## config.mk

```make
export PLATFORM = sky130hd
export DESIGN_NAME = rf_wb_arbiter_flat
export DESIGN_NICKNAME = d
export VERILOG_FILES = /design/src/rtl/rf_wb_arbiter_if.sv /design/src/rtl/rf_wb_arbiter.sv /design/src/flat_wrapper.sv
export SDC_FILE = /design/constraint.sdc
export NUM_CORES = 1
export LEC_CHECK = 0
export CORE_UTILIZATION = 28
export DETAILED_ROUTE_END_ITERATION = 10
export PLACE_DENSITY = 0.61
export SYNTH_ARGS = -nofsm -noshare
export SYNTH_HDL_FRONTEND = slang
export SYNTH_SLANG_ARGS = --single-unit
```

## constraint.sdc

```tcl
create_clock -name clk -period 3.11 [get_ports clk]
set_input_delay 0.622 -clock clk [delete_from_list [all_inputs] [get_ports clk]]
set_output_delay 0.622 -clock clk [all_outputs]
set_load 0.02 [all_outputs]
```

## src/rtl/rf_wb_arbiter_if.sv

```systemverilog
// Write-back bus bundle: EXU/LSU requests, register-file
// write port and decode scoreboard lookups.
interface rf_wb_arbiter_if #(
  parameter int ADDR_WIDTH = 5,
  parameter int DATA_WIDTH = 32
);
  logic                  exu_valid;
  logic                  exu_ready;
  logic [ADDR_WIDTH-1:0] exu_waddr;
  logic [DATA_WIDTH-1:0] exu_wdata;

  logic                  lsu_valid;
  logic                  lsu_ready;
  logic [ADDR_WIDTH-1:0] lsu_waddr;
  logic [DATA_WIDTH-1:0] lsu_wdata;

  logic                  rf_wen;
  logic [ADDR_WIDTH-1:0] rf_waddr;
  logic [DATA_WIDTH-1:0] rf_wdata;

  logic                  issue_valid;
  logic [ADDR_WIDTH-1:0] issue_rd;
  logic                  issue_ready;

  logic [ADDR_WIDTH-1:0] rs1_addr;
  logic [ADDR_WIDTH-1:0] rs2_addr;
  logic                  rs1_busy;
  logic                  rs2_busy;

  modport master (
    output exu_valid, exu_waddr, exu_wdata,
    output lsu_valid, lsu_waddr, lsu_wdata,
    output issue_valid, issue_rd,
    output rs1_addr, rs2_addr,
    input  exu_ready, lsu_ready,
    input  rf_wen, rf_waddr, rf_wdata,
    input  issue_ready, rs1_busy, rs2_busy
  );

  modport slave (
    input  exu_valid, exu_waddr, exu_wdata,
    input  lsu_valid, lsu_waddr, lsu_wdata,
    input  issue_valid, issue_rd,
    input  rs1_addr, rs2_addr,
    output exu_ready, lsu_ready,
    output rf_wen, rf_waddr, rf_wdata,
    output issue_ready, rs1_busy, rs2_busy
  );
endinterface

```

## src/rtl/rf_wb_arbiter.sv

```systemverilog
// Register-file write-back arbiter: round-robin EXU/LSU
// sharing of the write port plus a pending-write scoreboard.
module rf_wb_arbiter #(
  parameter int ADDR_WIDTH = 5,
  parameter int DATA_WIDTH = 32
) (
  input  logic           clk,
  input  logic           rst,
  rf_wb_arbiter_if.slave bus
);
  localparam int NREG = 2 ** ADDR_WIDTH;

  typedef enum logic {
    GNT_EXU = 1'b0,
    GNT_LSU = 1'b1
  } gnt_e;

  gnt_e                  last_grant_q;
  gnt_e                  last_grant_d;
  logic                  exu_gnt;
  logic                  lsu_gnt;
  logic                  accept;
  logic [ADDR_WIDTH-1:0] sel_waddr;
  logic [DATA_WIDTH-1:0] sel_wdata;

  logic                  rf_wen_q;
  logic                  rf_wen_d;
  logic [ADDR_WIDTH-1:0] rf_waddr_q;
  logic [ADDR_WIDTH-1:0] rf_waddr_d;
  logic [DATA_WIDTH-1:0] rf_wdata_q;
  logic [DATA_WIDTH-1:0] rf_wdata_d;

  logic [NREG-1:0]       busy_q;
  logic [NREG-1:0]       busy_d;
  logic                  issue_ok;
  logic                  issue_set;

  // Round-robin grant: on a tie the requester not granted last wins.
  always_comb begin
    exu_gnt = bus.exu_valid &&
              (!bus.lsu_valid || last_grant_q == GNT_LSU);
    lsu_gnt = bus.lsu_valid &&
              (!bus.exu_valid || last_grant_q == GNT_EXU);
    accept  = exu_gnt || lsu_gnt;
    sel_waddr    = '0;
    sel_wdata    = '0;
    last_grant_d = last_grant_q;
    unique case (1'b1)
      exu_gnt: begin
        sel_waddr    = bus.exu_waddr;
        sel_wdata    = bus.exu_wdata;
        last_grant_d = GNT_EXU;
      end
      lsu_gnt: begin
        sel_waddr    = bus.lsu_waddr;
        sel_wdata    = bus.lsu_wdata;
        last_grant_d = GNT_LSU;
      end
      default: begin
        sel_waddr    = '0;
        sel_wdata    = '0;
        last_grant_d = last_grant_q;
      end
    endcase
  end

  // Output stage: load on accept, pulse wen one cycle, x0 never written.
  always_comb begin
    rf_wen_d   = 1'b0;
    rf_waddr_d = rf_waddr_q;
    rf_wdata_d = rf_wdata_q;
    if (accept) begin
      rf_wen_d   = (sel_waddr != '0);
      rf_waddr_d = sel_waddr;
      rf_wdata_d = sel_wdata;
    end
  end

  // Scoreboard: clear on the completing write, set on issue.
  always_comb begin
    issue_ok  = !busy_q[bus.issue_rd];
    issue_set = bus.issue_valid && issue_ok &&
                (bus.issue_rd != '0);
    busy_d = busy_q;
    if (rf_wen_q) begin
      busy_d[rf_waddr_q] = 1'b0;
    end
    if (issue_set) begin
      busy_d[bus.issue_rd] = 1'b1;
    end
    busy_d[0] = 1'b0;
  end

  // State registers with synchronous reset.
  always_ff @(posedge clk) begin
    if (rst) begin
      last_grant_q <= GNT_LSU;
      rf_wen_q     <= 1'b0;
      rf_waddr_q   <= '0;
      rf_wdata_q   <= '0;
      busy_q       <= '0;
    end else begin
      last_grant_q <= last_grant_d;
      rf_wen_q     <= rf_wen_d;
      rf_waddr_q   <= rf_waddr_d;
      rf_wdata_q   <= rf_wdata_d;
      busy_q       <= busy_d;
    end
  end

  assign bus.exu_ready   = exu_gnt;
  assign bus.lsu_ready   = lsu_gnt;
  assign bus.rf_wen      = rf_wen_q;
  assign bus.rf_waddr    = rf_waddr_q;
  assign bus.rf_wdata    = rf_wdata_q;
  assign bus.issue_ready = issue_ok;
  assign bus.rs1_busy    = busy_q[bus.rs1_addr];
  assign bus.rs2_busy    = busy_q[bus.rs2_addr];
endmodule

```

## src/flat_wrapper.sv

```systemverilog
// flat-port wrapper written by rule: the top's interface ports become plain ports
module rf_wb_arbiter_flat 
#(
  parameter int ADDR_WIDTH = 5,
  parameter int DATA_WIDTH = 32
)
  (clk, rst, bus_exu_valid, bus_exu_waddr, bus_exu_wdata, bus_lsu_valid, bus_lsu_waddr, bus_lsu_wdata, bus_issue_valid, bus_issue_rd, bus_rs1_addr, bus_rs2_addr, bus_exu_ready, bus_lsu_ready, bus_rf_wen, bus_rf_waddr, bus_rf_wdata, bus_issue_ready, bus_rs1_busy, bus_rs2_busy);
  rf_wb_arbiter_if #(.ADDR_WIDTH(ADDR_WIDTH), .DATA_WIDTH(DATA_WIDTH)) bus_i ();
  input  logic clk;
  input  logic rst;
  input wire logic [$bits(bus_i.exu_valid)-1:0] bus_exu_valid;
  input wire logic [$bits(bus_i.exu_waddr)-1:0] bus_exu_waddr;
  input wire logic [$bits(bus_i.exu_wdata)-1:0] bus_exu_wdata;
  input wire logic [$bits(bus_i.lsu_valid)-1:0] bus_lsu_valid;
  input wire logic [$bits(bus_i.lsu_waddr)-1:0] bus_lsu_waddr;
  input wire logic [$bits(bus_i.lsu_wdata)-1:0] bus_lsu_wdata;
  input wire logic [$bits(bus_i.issue_valid)-1:0] bus_issue_valid;
  input wire logic [$bits(bus_i.issue_rd)-1:0] bus_issue_rd;
  input wire logic [$bits(bus_i.rs1_addr)-1:0] bus_rs1_addr;
  input wire logic [$bits(bus_i.rs2_addr)-1:0] bus_rs2_addr;
  output wire logic [$bits(bus_i.exu_ready)-1:0] bus_exu_ready;
  output wire logic [$bits(bus_i.lsu_ready)-1:0] bus_lsu_ready;
  output wire logic [$bits(bus_i.rf_wen)-1:0] bus_rf_wen;
  output wire logic [$bits(bus_i.rf_waddr)-1:0] bus_rf_waddr;
  output wire logic [$bits(bus_i.rf_wdata)-1:0] bus_rf_wdata;
  output wire logic [$bits(bus_i.issue_ready)-1:0] bus_issue_ready;
  output wire logic [$bits(bus_i.rs1_busy)-1:0] bus_rs1_busy;
  output wire logic [$bits(bus_i.rs2_busy)-1:0] bus_rs2_busy;
  assign bus_i.exu_valid = bus_exu_valid;
  assign bus_i.exu_waddr = bus_exu_waddr;
  assign bus_i.exu_wdata = bus_exu_wdata;
  assign bus_i.lsu_valid = bus_lsu_valid;
  assign bus_i.lsu_waddr = bus_lsu_waddr;
  assign bus_i.lsu_wdata = bus_lsu_wdata;
  assign bus_i.issue_valid = bus_issue_valid;
  assign bus_i.issue_rd = bus_issue_rd;
  assign bus_i.rs1_addr = bus_rs1_addr;
  assign bus_i.rs2_addr = bus_rs2_addr;
  assign bus_exu_ready = bus_i.exu_ready;
  assign bus_lsu_ready = bus_i.lsu_ready;
  assign bus_rf_wen = bus_i.rf_wen;
  assign bus_rf_waddr = bus_i.rf_waddr;
  assign bus_rf_wdata = bus_i.rf_wdata;
  assign bus_issue_ready = bus_i.issue_ready;
  assign bus_rs1_busy = bus_i.rs1_busy;
  assign bus_rs2_busy = bus_i.rs2_busy;
  rf_wb_arbiter #(.ADDR_WIDTH(ADDR_WIDTH), .DATA_WIDTH(DATA_WIDTH)) u_core (.clk(clk), .rst(rst), .bus(bus_i));
endmodule
```

==> results.toml, run 1 <==
[run_status]
run_status = "completed"

[yosys]
synth_edf_count = 0
synth.area.mux_share_pct = 14.2
synth_cells = 476
synthDistinctLibCells = 42
avgSynthCellArea_um2 = 8.25
synth-compound-area-share_pct = 11.7
synth-adder-area-share_pct = 0
ys_ff_latch = 70
synthesis.nets = 570
synth_ff_type = "dfxtp_1"
async_flop_share_pct = 0
synth_warnings = 0
synth_xor_xnor_area_share_pct = 0
synth.cell_area_mm2 = 0.00393
synth.yosys.seq_area_share_pct = 35.7
synth_top_family_by_area = "simple AND/OR/NAND/NOR gates"
synth-simple-area-share_pct = 34.4

[power]
p_switching_mw = 0.670
total_power_mw = 2.62
p_leak_nw = 2.25
sw_frac_of_total_pct = 25.6
ir_drop_v = 0.000311
internal_power_mw = 1.95
combPwrFrac_pct = 20.3
power_density_mw_per_mm2 = 442
p_seq_share_pct = 37.8
clkPwrFrac_pct = 41.9

[routing]
drt_iter0_markers = 229
drtAntennaViolNets = 0
route.detailed.drc = 0
wl_per_cell_um = 17.2
viasPerCell = 5.21
vias = 4172
drt_wl_total_mm = 13.7
drtPass1Iterations = 4

[global_route]
groute.usage.overall_pct = 19.5
grt_pass1_vias = 4225
grt_pass1_wl_mm = 21.9
antenna_found_initial = 0
grt_max_degree = 42
use_met3_pct = 7.12
top_usage_layer = "met2"
grt.met1_usage_pct = 24.3
grt_use_met2_pct = 31.2
grt_overflow = 0

[layout]
fillers = 1368
nets = 714
design_area_mm2 = 0.00592
drive_above_1_share_pct = 12.6
seq_area_mm2 = 0.00140
area_growth_syn_to_layout_pct = 50.8
multi_input_area_mm2 = 0.00239
antenna_cells = 0

[setup_path]
crit_end = "bus_issue_ready"
end_kind = "output pin"
reg2reg_to = "u_core.busy_q[6]$_SDFF_PP0_"
start_kind = "primary input"
r2r_cells = 4
required_ps = 2490
cp_max_fo = 5
startpoint = "bus_issue_rd[2]"
path_class = "primary input to output pin"
r2r_slack_ps = 1130
timing.rr.start = "u_core.busy_q[6]$_SDFF_PP0_"
crit_arrival_ps = 2450

[placed_design]
dpl_cell_area_mm2 = 0.00560
gp_congestion = 0.884
io_buffers = 136
hpwl_mm = 10.3

[timing]
fin_hold_ws_ps = 488
worstMarginPinSlew_ps = 1100
relSlewSlack_pct = 26.2
slew_viol_final = 0
fmax_mhz = 326
finalCriticalPeriod_ps = 3070
finalSetupViolations = 0
fin_setup_tns_ps = 0
timing.final.crit_share_pct = 98.7
rsz0062_at_grt = "false"
hold_violations = 0
finClkSkew_ps = 4.86

[die]
rows = 42
die_x_um = 120
ios = 137
design.die.area_mm2 = 0.0145
start_util_pct = 29.2
core_mm2 = 0.0135
die_height_um = 120

[clocking]
numCtsBuffers = 9
clk_pin_slew_ps = 60
postCtsSetupRepairBufs = 0
insertion_delay_ps = 330
cts_tree = "built"
clockBufferDepth = 2
h-tree-depth = 3
root_buffer = "clkbuf_16"
clkSinkCount = 70

[hold_path]
min_path_type = "flop to flop"
min_from = "u_core.last_grant_q$_SDFFE_PP1P_"

[flow_run]
max_cap_viol_count = 0
==> through the flow <==
stage | util (%) | std cells | setup WS, ps
floorplan | - | 476 | 347
global placement | 41.6 | 785 | -585
detailed placement | 41.6 | 785 | -699
CTS | 43.8 | 801 | 22.7
global route | 44.0 | 801 | 9.40
finish | 44.0 | 801 | 40.2
==> state kept, by name, indices dropped and copies added (netlist names) <==
register	count
u_core.last_grant_q	1
u_core.bus.rf_waddr	5
u_core.bus.rf_wen	1
u_core.busy_q	31
u_core.bus.rf_wdata	32
==> power by group through the flow <==
stage | Combinational [mW] | Sequential [mW] | Clock [mW]
after floorplan | 0.196 | 1.04 | 0
final | 0.533 | 0.989 | 1.10
after detailed placement | 0.531 | 1.01 | 0
after global routing | 0.574 | 0.996 | 1.17
after CTS | 0.531 | 0.989 | 1.12
after global placement | 0.528 | 1.00 | 0
==> critical path: stages <==
cell and delay (ps):
clkdlybuf4s50_1 520, or4b_2 700, o32ai_1 140, or3_1 220, nor4_4 60, buf_4 180
==> cell usage in the layout (no fill, tap or decap), drive strengths merged, types with 5 or more instances in the layout <==
cell           synthesis  routed
clkdlybuf4s50          0     128
nor2                 115     115
dfxtp                 70      70
nor4                  37      37
nand2                 32      32
buf                    8      32
o21ai                 31      31
nand3b                23      23
nor2b                 22      22
o31ai                 19      19
mux4                  16      16
clkbuf                23      13
mux2i                 12      12
nand3                  6       6
mux2                   6       6
nor3                   5       5
==> cells in the mapped netlist, types with 5 or more instances <==
library cell | count | area (µm²)
nor2_1 | 115 | 432
mux2i_1 | 12 | 120
nand2_1 | 32 | 120
nand3_1 | 6 | 30.0
nor3_1 | 5 | 25.0
mux4_2 | 14 | 315
buf_2 | 5 | 25.0
dfxtp_1 | 70 | 1400
o31ai_1 | 19 | 143
mux2_2 | 5 | 56.3
nand3b_1 | 23 | 173
nor4_1 | 36 | 225
nor2b_1 | 22 | 138
o21ai_0 | 31 | 155
clkbuf_1 | 23 | 86.3
==> how the worst min path moves through the flow <==
stage | end | slack [ps] | cells past startpoint
after floorplan | u_core.last_grant_q$_SDFFE_PP1P_ | 450 | 2
after global placement | u_core.last_grant_q$_SDFFE_PP1P_ | 460 | 2
after detailed placement | u_core.last_grant_q$_SDFFE_PP1P_ | 470 | 2
after CTS | u_core.last_grant_q$_SDFFE_PP1P_ | 490 | 2
after global routing | u_core.last_grant_q$_SDFFE_PP1P_ | 510 | 2
final | u_core.last_grant_q$_SDFFE_PP1P_ | 490 | 2
==> final cells by class <==
cell class              count  share of cell area, %
repair buffers            164                   26.7
flip-flops and latches     70                   23.7
inverters                   4                  0.254
multi-input cells         371                   40.3
clock inverters             4                   1.18
well taps                 176                   3.72
clock buffers              12                   4.16
==> kinds of logic (layout without fill, tap and decap cells) <==
logic type	Yosys count	after routing
AOI/OAI and AO/OA	71	71
muxes	34	34
DFF	70	70
and+or+nand+nor	266	266
buffers and inverters	35	184
==> layer usage <==
layer  vias up  part of all wire, %
li1       2015                    -
met1      1976                   44
met2       165                   45
met3        16                  9.9
met4         0                  1.5
met5         -                    0
==> repair_timing <==
item	4_1_cts	5_1_grt
hold buffers	0	0
setup endpoints to repair	3	1
resized for setup	18	9
pin swaps	2	1
hold endpoints to repair	0	0
Power figures use the tool's default switching activity.
==> inputs of run 2 (changes only) <==
--- a/config.mk
+++ b/config.mk
@@ -5,9 +5,11 @@
 export SDC_FILE = /design/constraint.sdc
 export NUM_CORES = 1
 export LEC_CHECK = 0
+export CAP_MARGIN = 20
 export CORE_UTILIZATION = 28
+export CTS_CLUSTER_SIZE = 24
 export DETAILED_ROUTE_END_ITERATION = 10
-export PLACE_DENSITY = 0.61
+export PLACE_DENSITY = 0.63
 export SYNTH_ARGS = -nofsm -noshare
 export SYNTH_HDL_FRONTEND = slang
 export SYNTH_SLANG_ARGS = --single-unit
==> constraint.sdc (replaced) <==
create_clock -name clk -period 2.65 [get_ports clk]
set_input_delay 0.53 -clock clk [delete_from_list [all_inputs] [get_ports clk]]
set_output_delay 0.53 -clock clk [all_outputs]
set_load 0.02 [all_outputs]
==> run 2 against run 1 <==
Effect of this change: via count increased by 3.8%; setup slack improved by 7.9 ps; clock power up 5%; register-to-register slack lost 380 ps; global-route usage is 0.73 points higher; worst hold slack improved by 7.9 ps; largest cell class unchanged; highest routed layer unchanged.
==> results.toml, run 2 (synthesis gave the netlist of run 1 again) <==
[run_status]
run_status = "completed"

[power]
p_leak_nw = 2.32
combPwrFrac_pct = 21.7
internal_power_mw = 2.16
sw_frac_of_total_pct = 27.2
clkPwrFrac_pct = 39.2
p_seq_share_pct = 39.2
power_density_mw_per_mm2 = 489
ir_drop_v = 0.000289
p_switching_mw = 0.807

[global_route]
grt_pass1_wl_mm = 22.7
grt_pass1_vias = 4308
groute.usage.overall_pct = 20.2
antenna_found_initial = 0
grt_max_degree = 62
grt_overflow = 0

[routing]
drt_iter0_markers = 294
vias = 4330
route.detailed.drc = 0
wl_per_cell_um = 17.4
drtAntennaViolNets = 0
drt_wl_total_mm = 14.2
viasPerCell = 5.30
drtPass1Iterations = 5

[die]
core_mm2 = 0.0135
start_util_pct = 29.2
rows = 42
die_x_um = 120
design.die.area_mm2 = 0.0145
ios = 137
die_height_um = 120

[layout]
final_cell_mix = "clkdlybuf4s50_1, nor2_1, dfxtp_1, buf_4, nor4_1"
antenna_cells = 0
area_growth_syn_to_layout_pct = 54.3
layout_commonest_cell = "clkdlybuf4s50_1"
largest_reg_flops = 32
nets = 730
post-route-util_pct = 45.1
drive_above_1_share_pct = 16.7

[clocking]
numCtsBuffers = 9
clkSinkCount = 70
h-tree-depth = 3
cts_tree = "built"
clk_pin_slew_ps = 60
hold_buffers = 0
clockBufferDepth = 2
root_buffer = "clkbuf_16"
insertion_delay_ps = 330

[setup_path]
critPathTopFamily = "buffers and inverters"
crit_slowest_cell = "mux2_2"
crit_buf_inv = 4
start_kind = "primary input"
cp_max_fo = 9
path_class = "primary input to output pin"
crit_arrival_ps = 2070
critPathMaxStageDelay_ps = 350
end_kind = "output pin"
path_cells = "clkdlybuf4s15_1 > buf_6 > buf_8 > mux2_2 > a221oi_2 > a211oi_2 > nor4_4 > buf_4"
required_ps = 2120

[timing]
rsz0062_at_grt = "true"
hold_violations = 0
setup_ws_ps = 48.1
fin_setup_tns_ps = 0
timing.final.crit_share_pct = 98.2
finClkSkew_ps = 7.85
finalCriticalPeriod_ps = 2600
fmax_mhz = 384
slew_viol_final = 0
fin_hold_ws_ps = 496
worstMarginPinSlew_ps = 1010
relSlewSlack_pct = 32.0
finalSetupViolations = 0

[flow_run]
max_cap_viol_count = 0

[hold_path]
min_path_type = "flop to flop"

[placed_design]
dp_slack_ps = -792
hpwl_mm = 10.6
io_buffers = 136
gp_congestion = 0.924
[run 2: worst min-delay path, delay by kind of cell, from the launching register on]
family / cells / cell delay (ps)
simple gates: 2 / 150
flops: 1 / 310
[run 2: power groups by stage]
stage | sequential [mW] | clock (mW) | combinational, mW
floorplan | 1.23 | 0 | 0.230
detailed placement | 1.18 | 0 | 0.634
finish | 1.16 | 1.16 | 0.642
global route | 1.17 | 1.23 | 0.693
global placement | 1.18 | 0 | 0.629
CTS | 1.16 | 1.18 | 0.636
[run 2: worst paths after layout]
path / slack (ps) / to / from / cells after the start
max: 50 / bus_issue_ready / bus_issue_rd[1] / 8
min: 500 / u_core.bus.rf_wdata[20]$_SDFFE_PP0P_ / u_core.bus.rf_wdata[20]$_SDFFE_PP0P_ / 2
max reg2reg: 750 / u_core.busy_q[15]$_SDFF_PP0_ / u_core.busy_q[13]$_SDFF_PP0_ / 4
min reg2reg: 500 / u_core.bus.rf_wdata[20]$_SDFFE_PP0P_ / u_core.bus.rf_wdata[20]$_SDFFE_PP0P_ / 2
[run 2: through the flow]
| stage | power [mW] | area, µm² | cells |
|---|---|---|---|
| after CTS | 2.98 | 6020 | 816 |
| after detailed placement | 1.82 | 5710 | 797 |
| after global routing | 3.09 | 6060 | 817 |
| after global placement | 1.81 | 5710 | 797 |
| after floorplan | 1.46 | 3930 | 476 |
| final | 2.97 | 6060 | 817 |
[run 2: area by class of cell]
cell class	count	area [µm²]
fill	1332	7390
multi-input combinational	371	2420
timing repair buffer	180	1720
sequential	70	1400
clock buffer	13	270
tap	176	220
clock inverter	3	17.5
inverter	4	15.0
[run 2: repair_timing]
| action | 4_1_cts | 5_1_grt |
|---|---|---|
| setup endpoints to repair | 3 | 3 |
| buffers inserted | 3 | 1 |
| resized for setup | 30 | 19 |
| pin swaps | 2 | 7 |
[run 2: metal layers]
layer | routed length (µm) | part of all wire [%] | vias up | track usage (%)
met5 | 0 | 0 | - | 0
met4 | 365 | 2.6 | 0 | 6.02
met3 | 1590 | 11 | 24 | 7.59
met2 | 6330 | 45 | 219 | 31.8
met1 | 5920 | 42 | 2045 | 25.7
li1 | - | - | 2042 | -
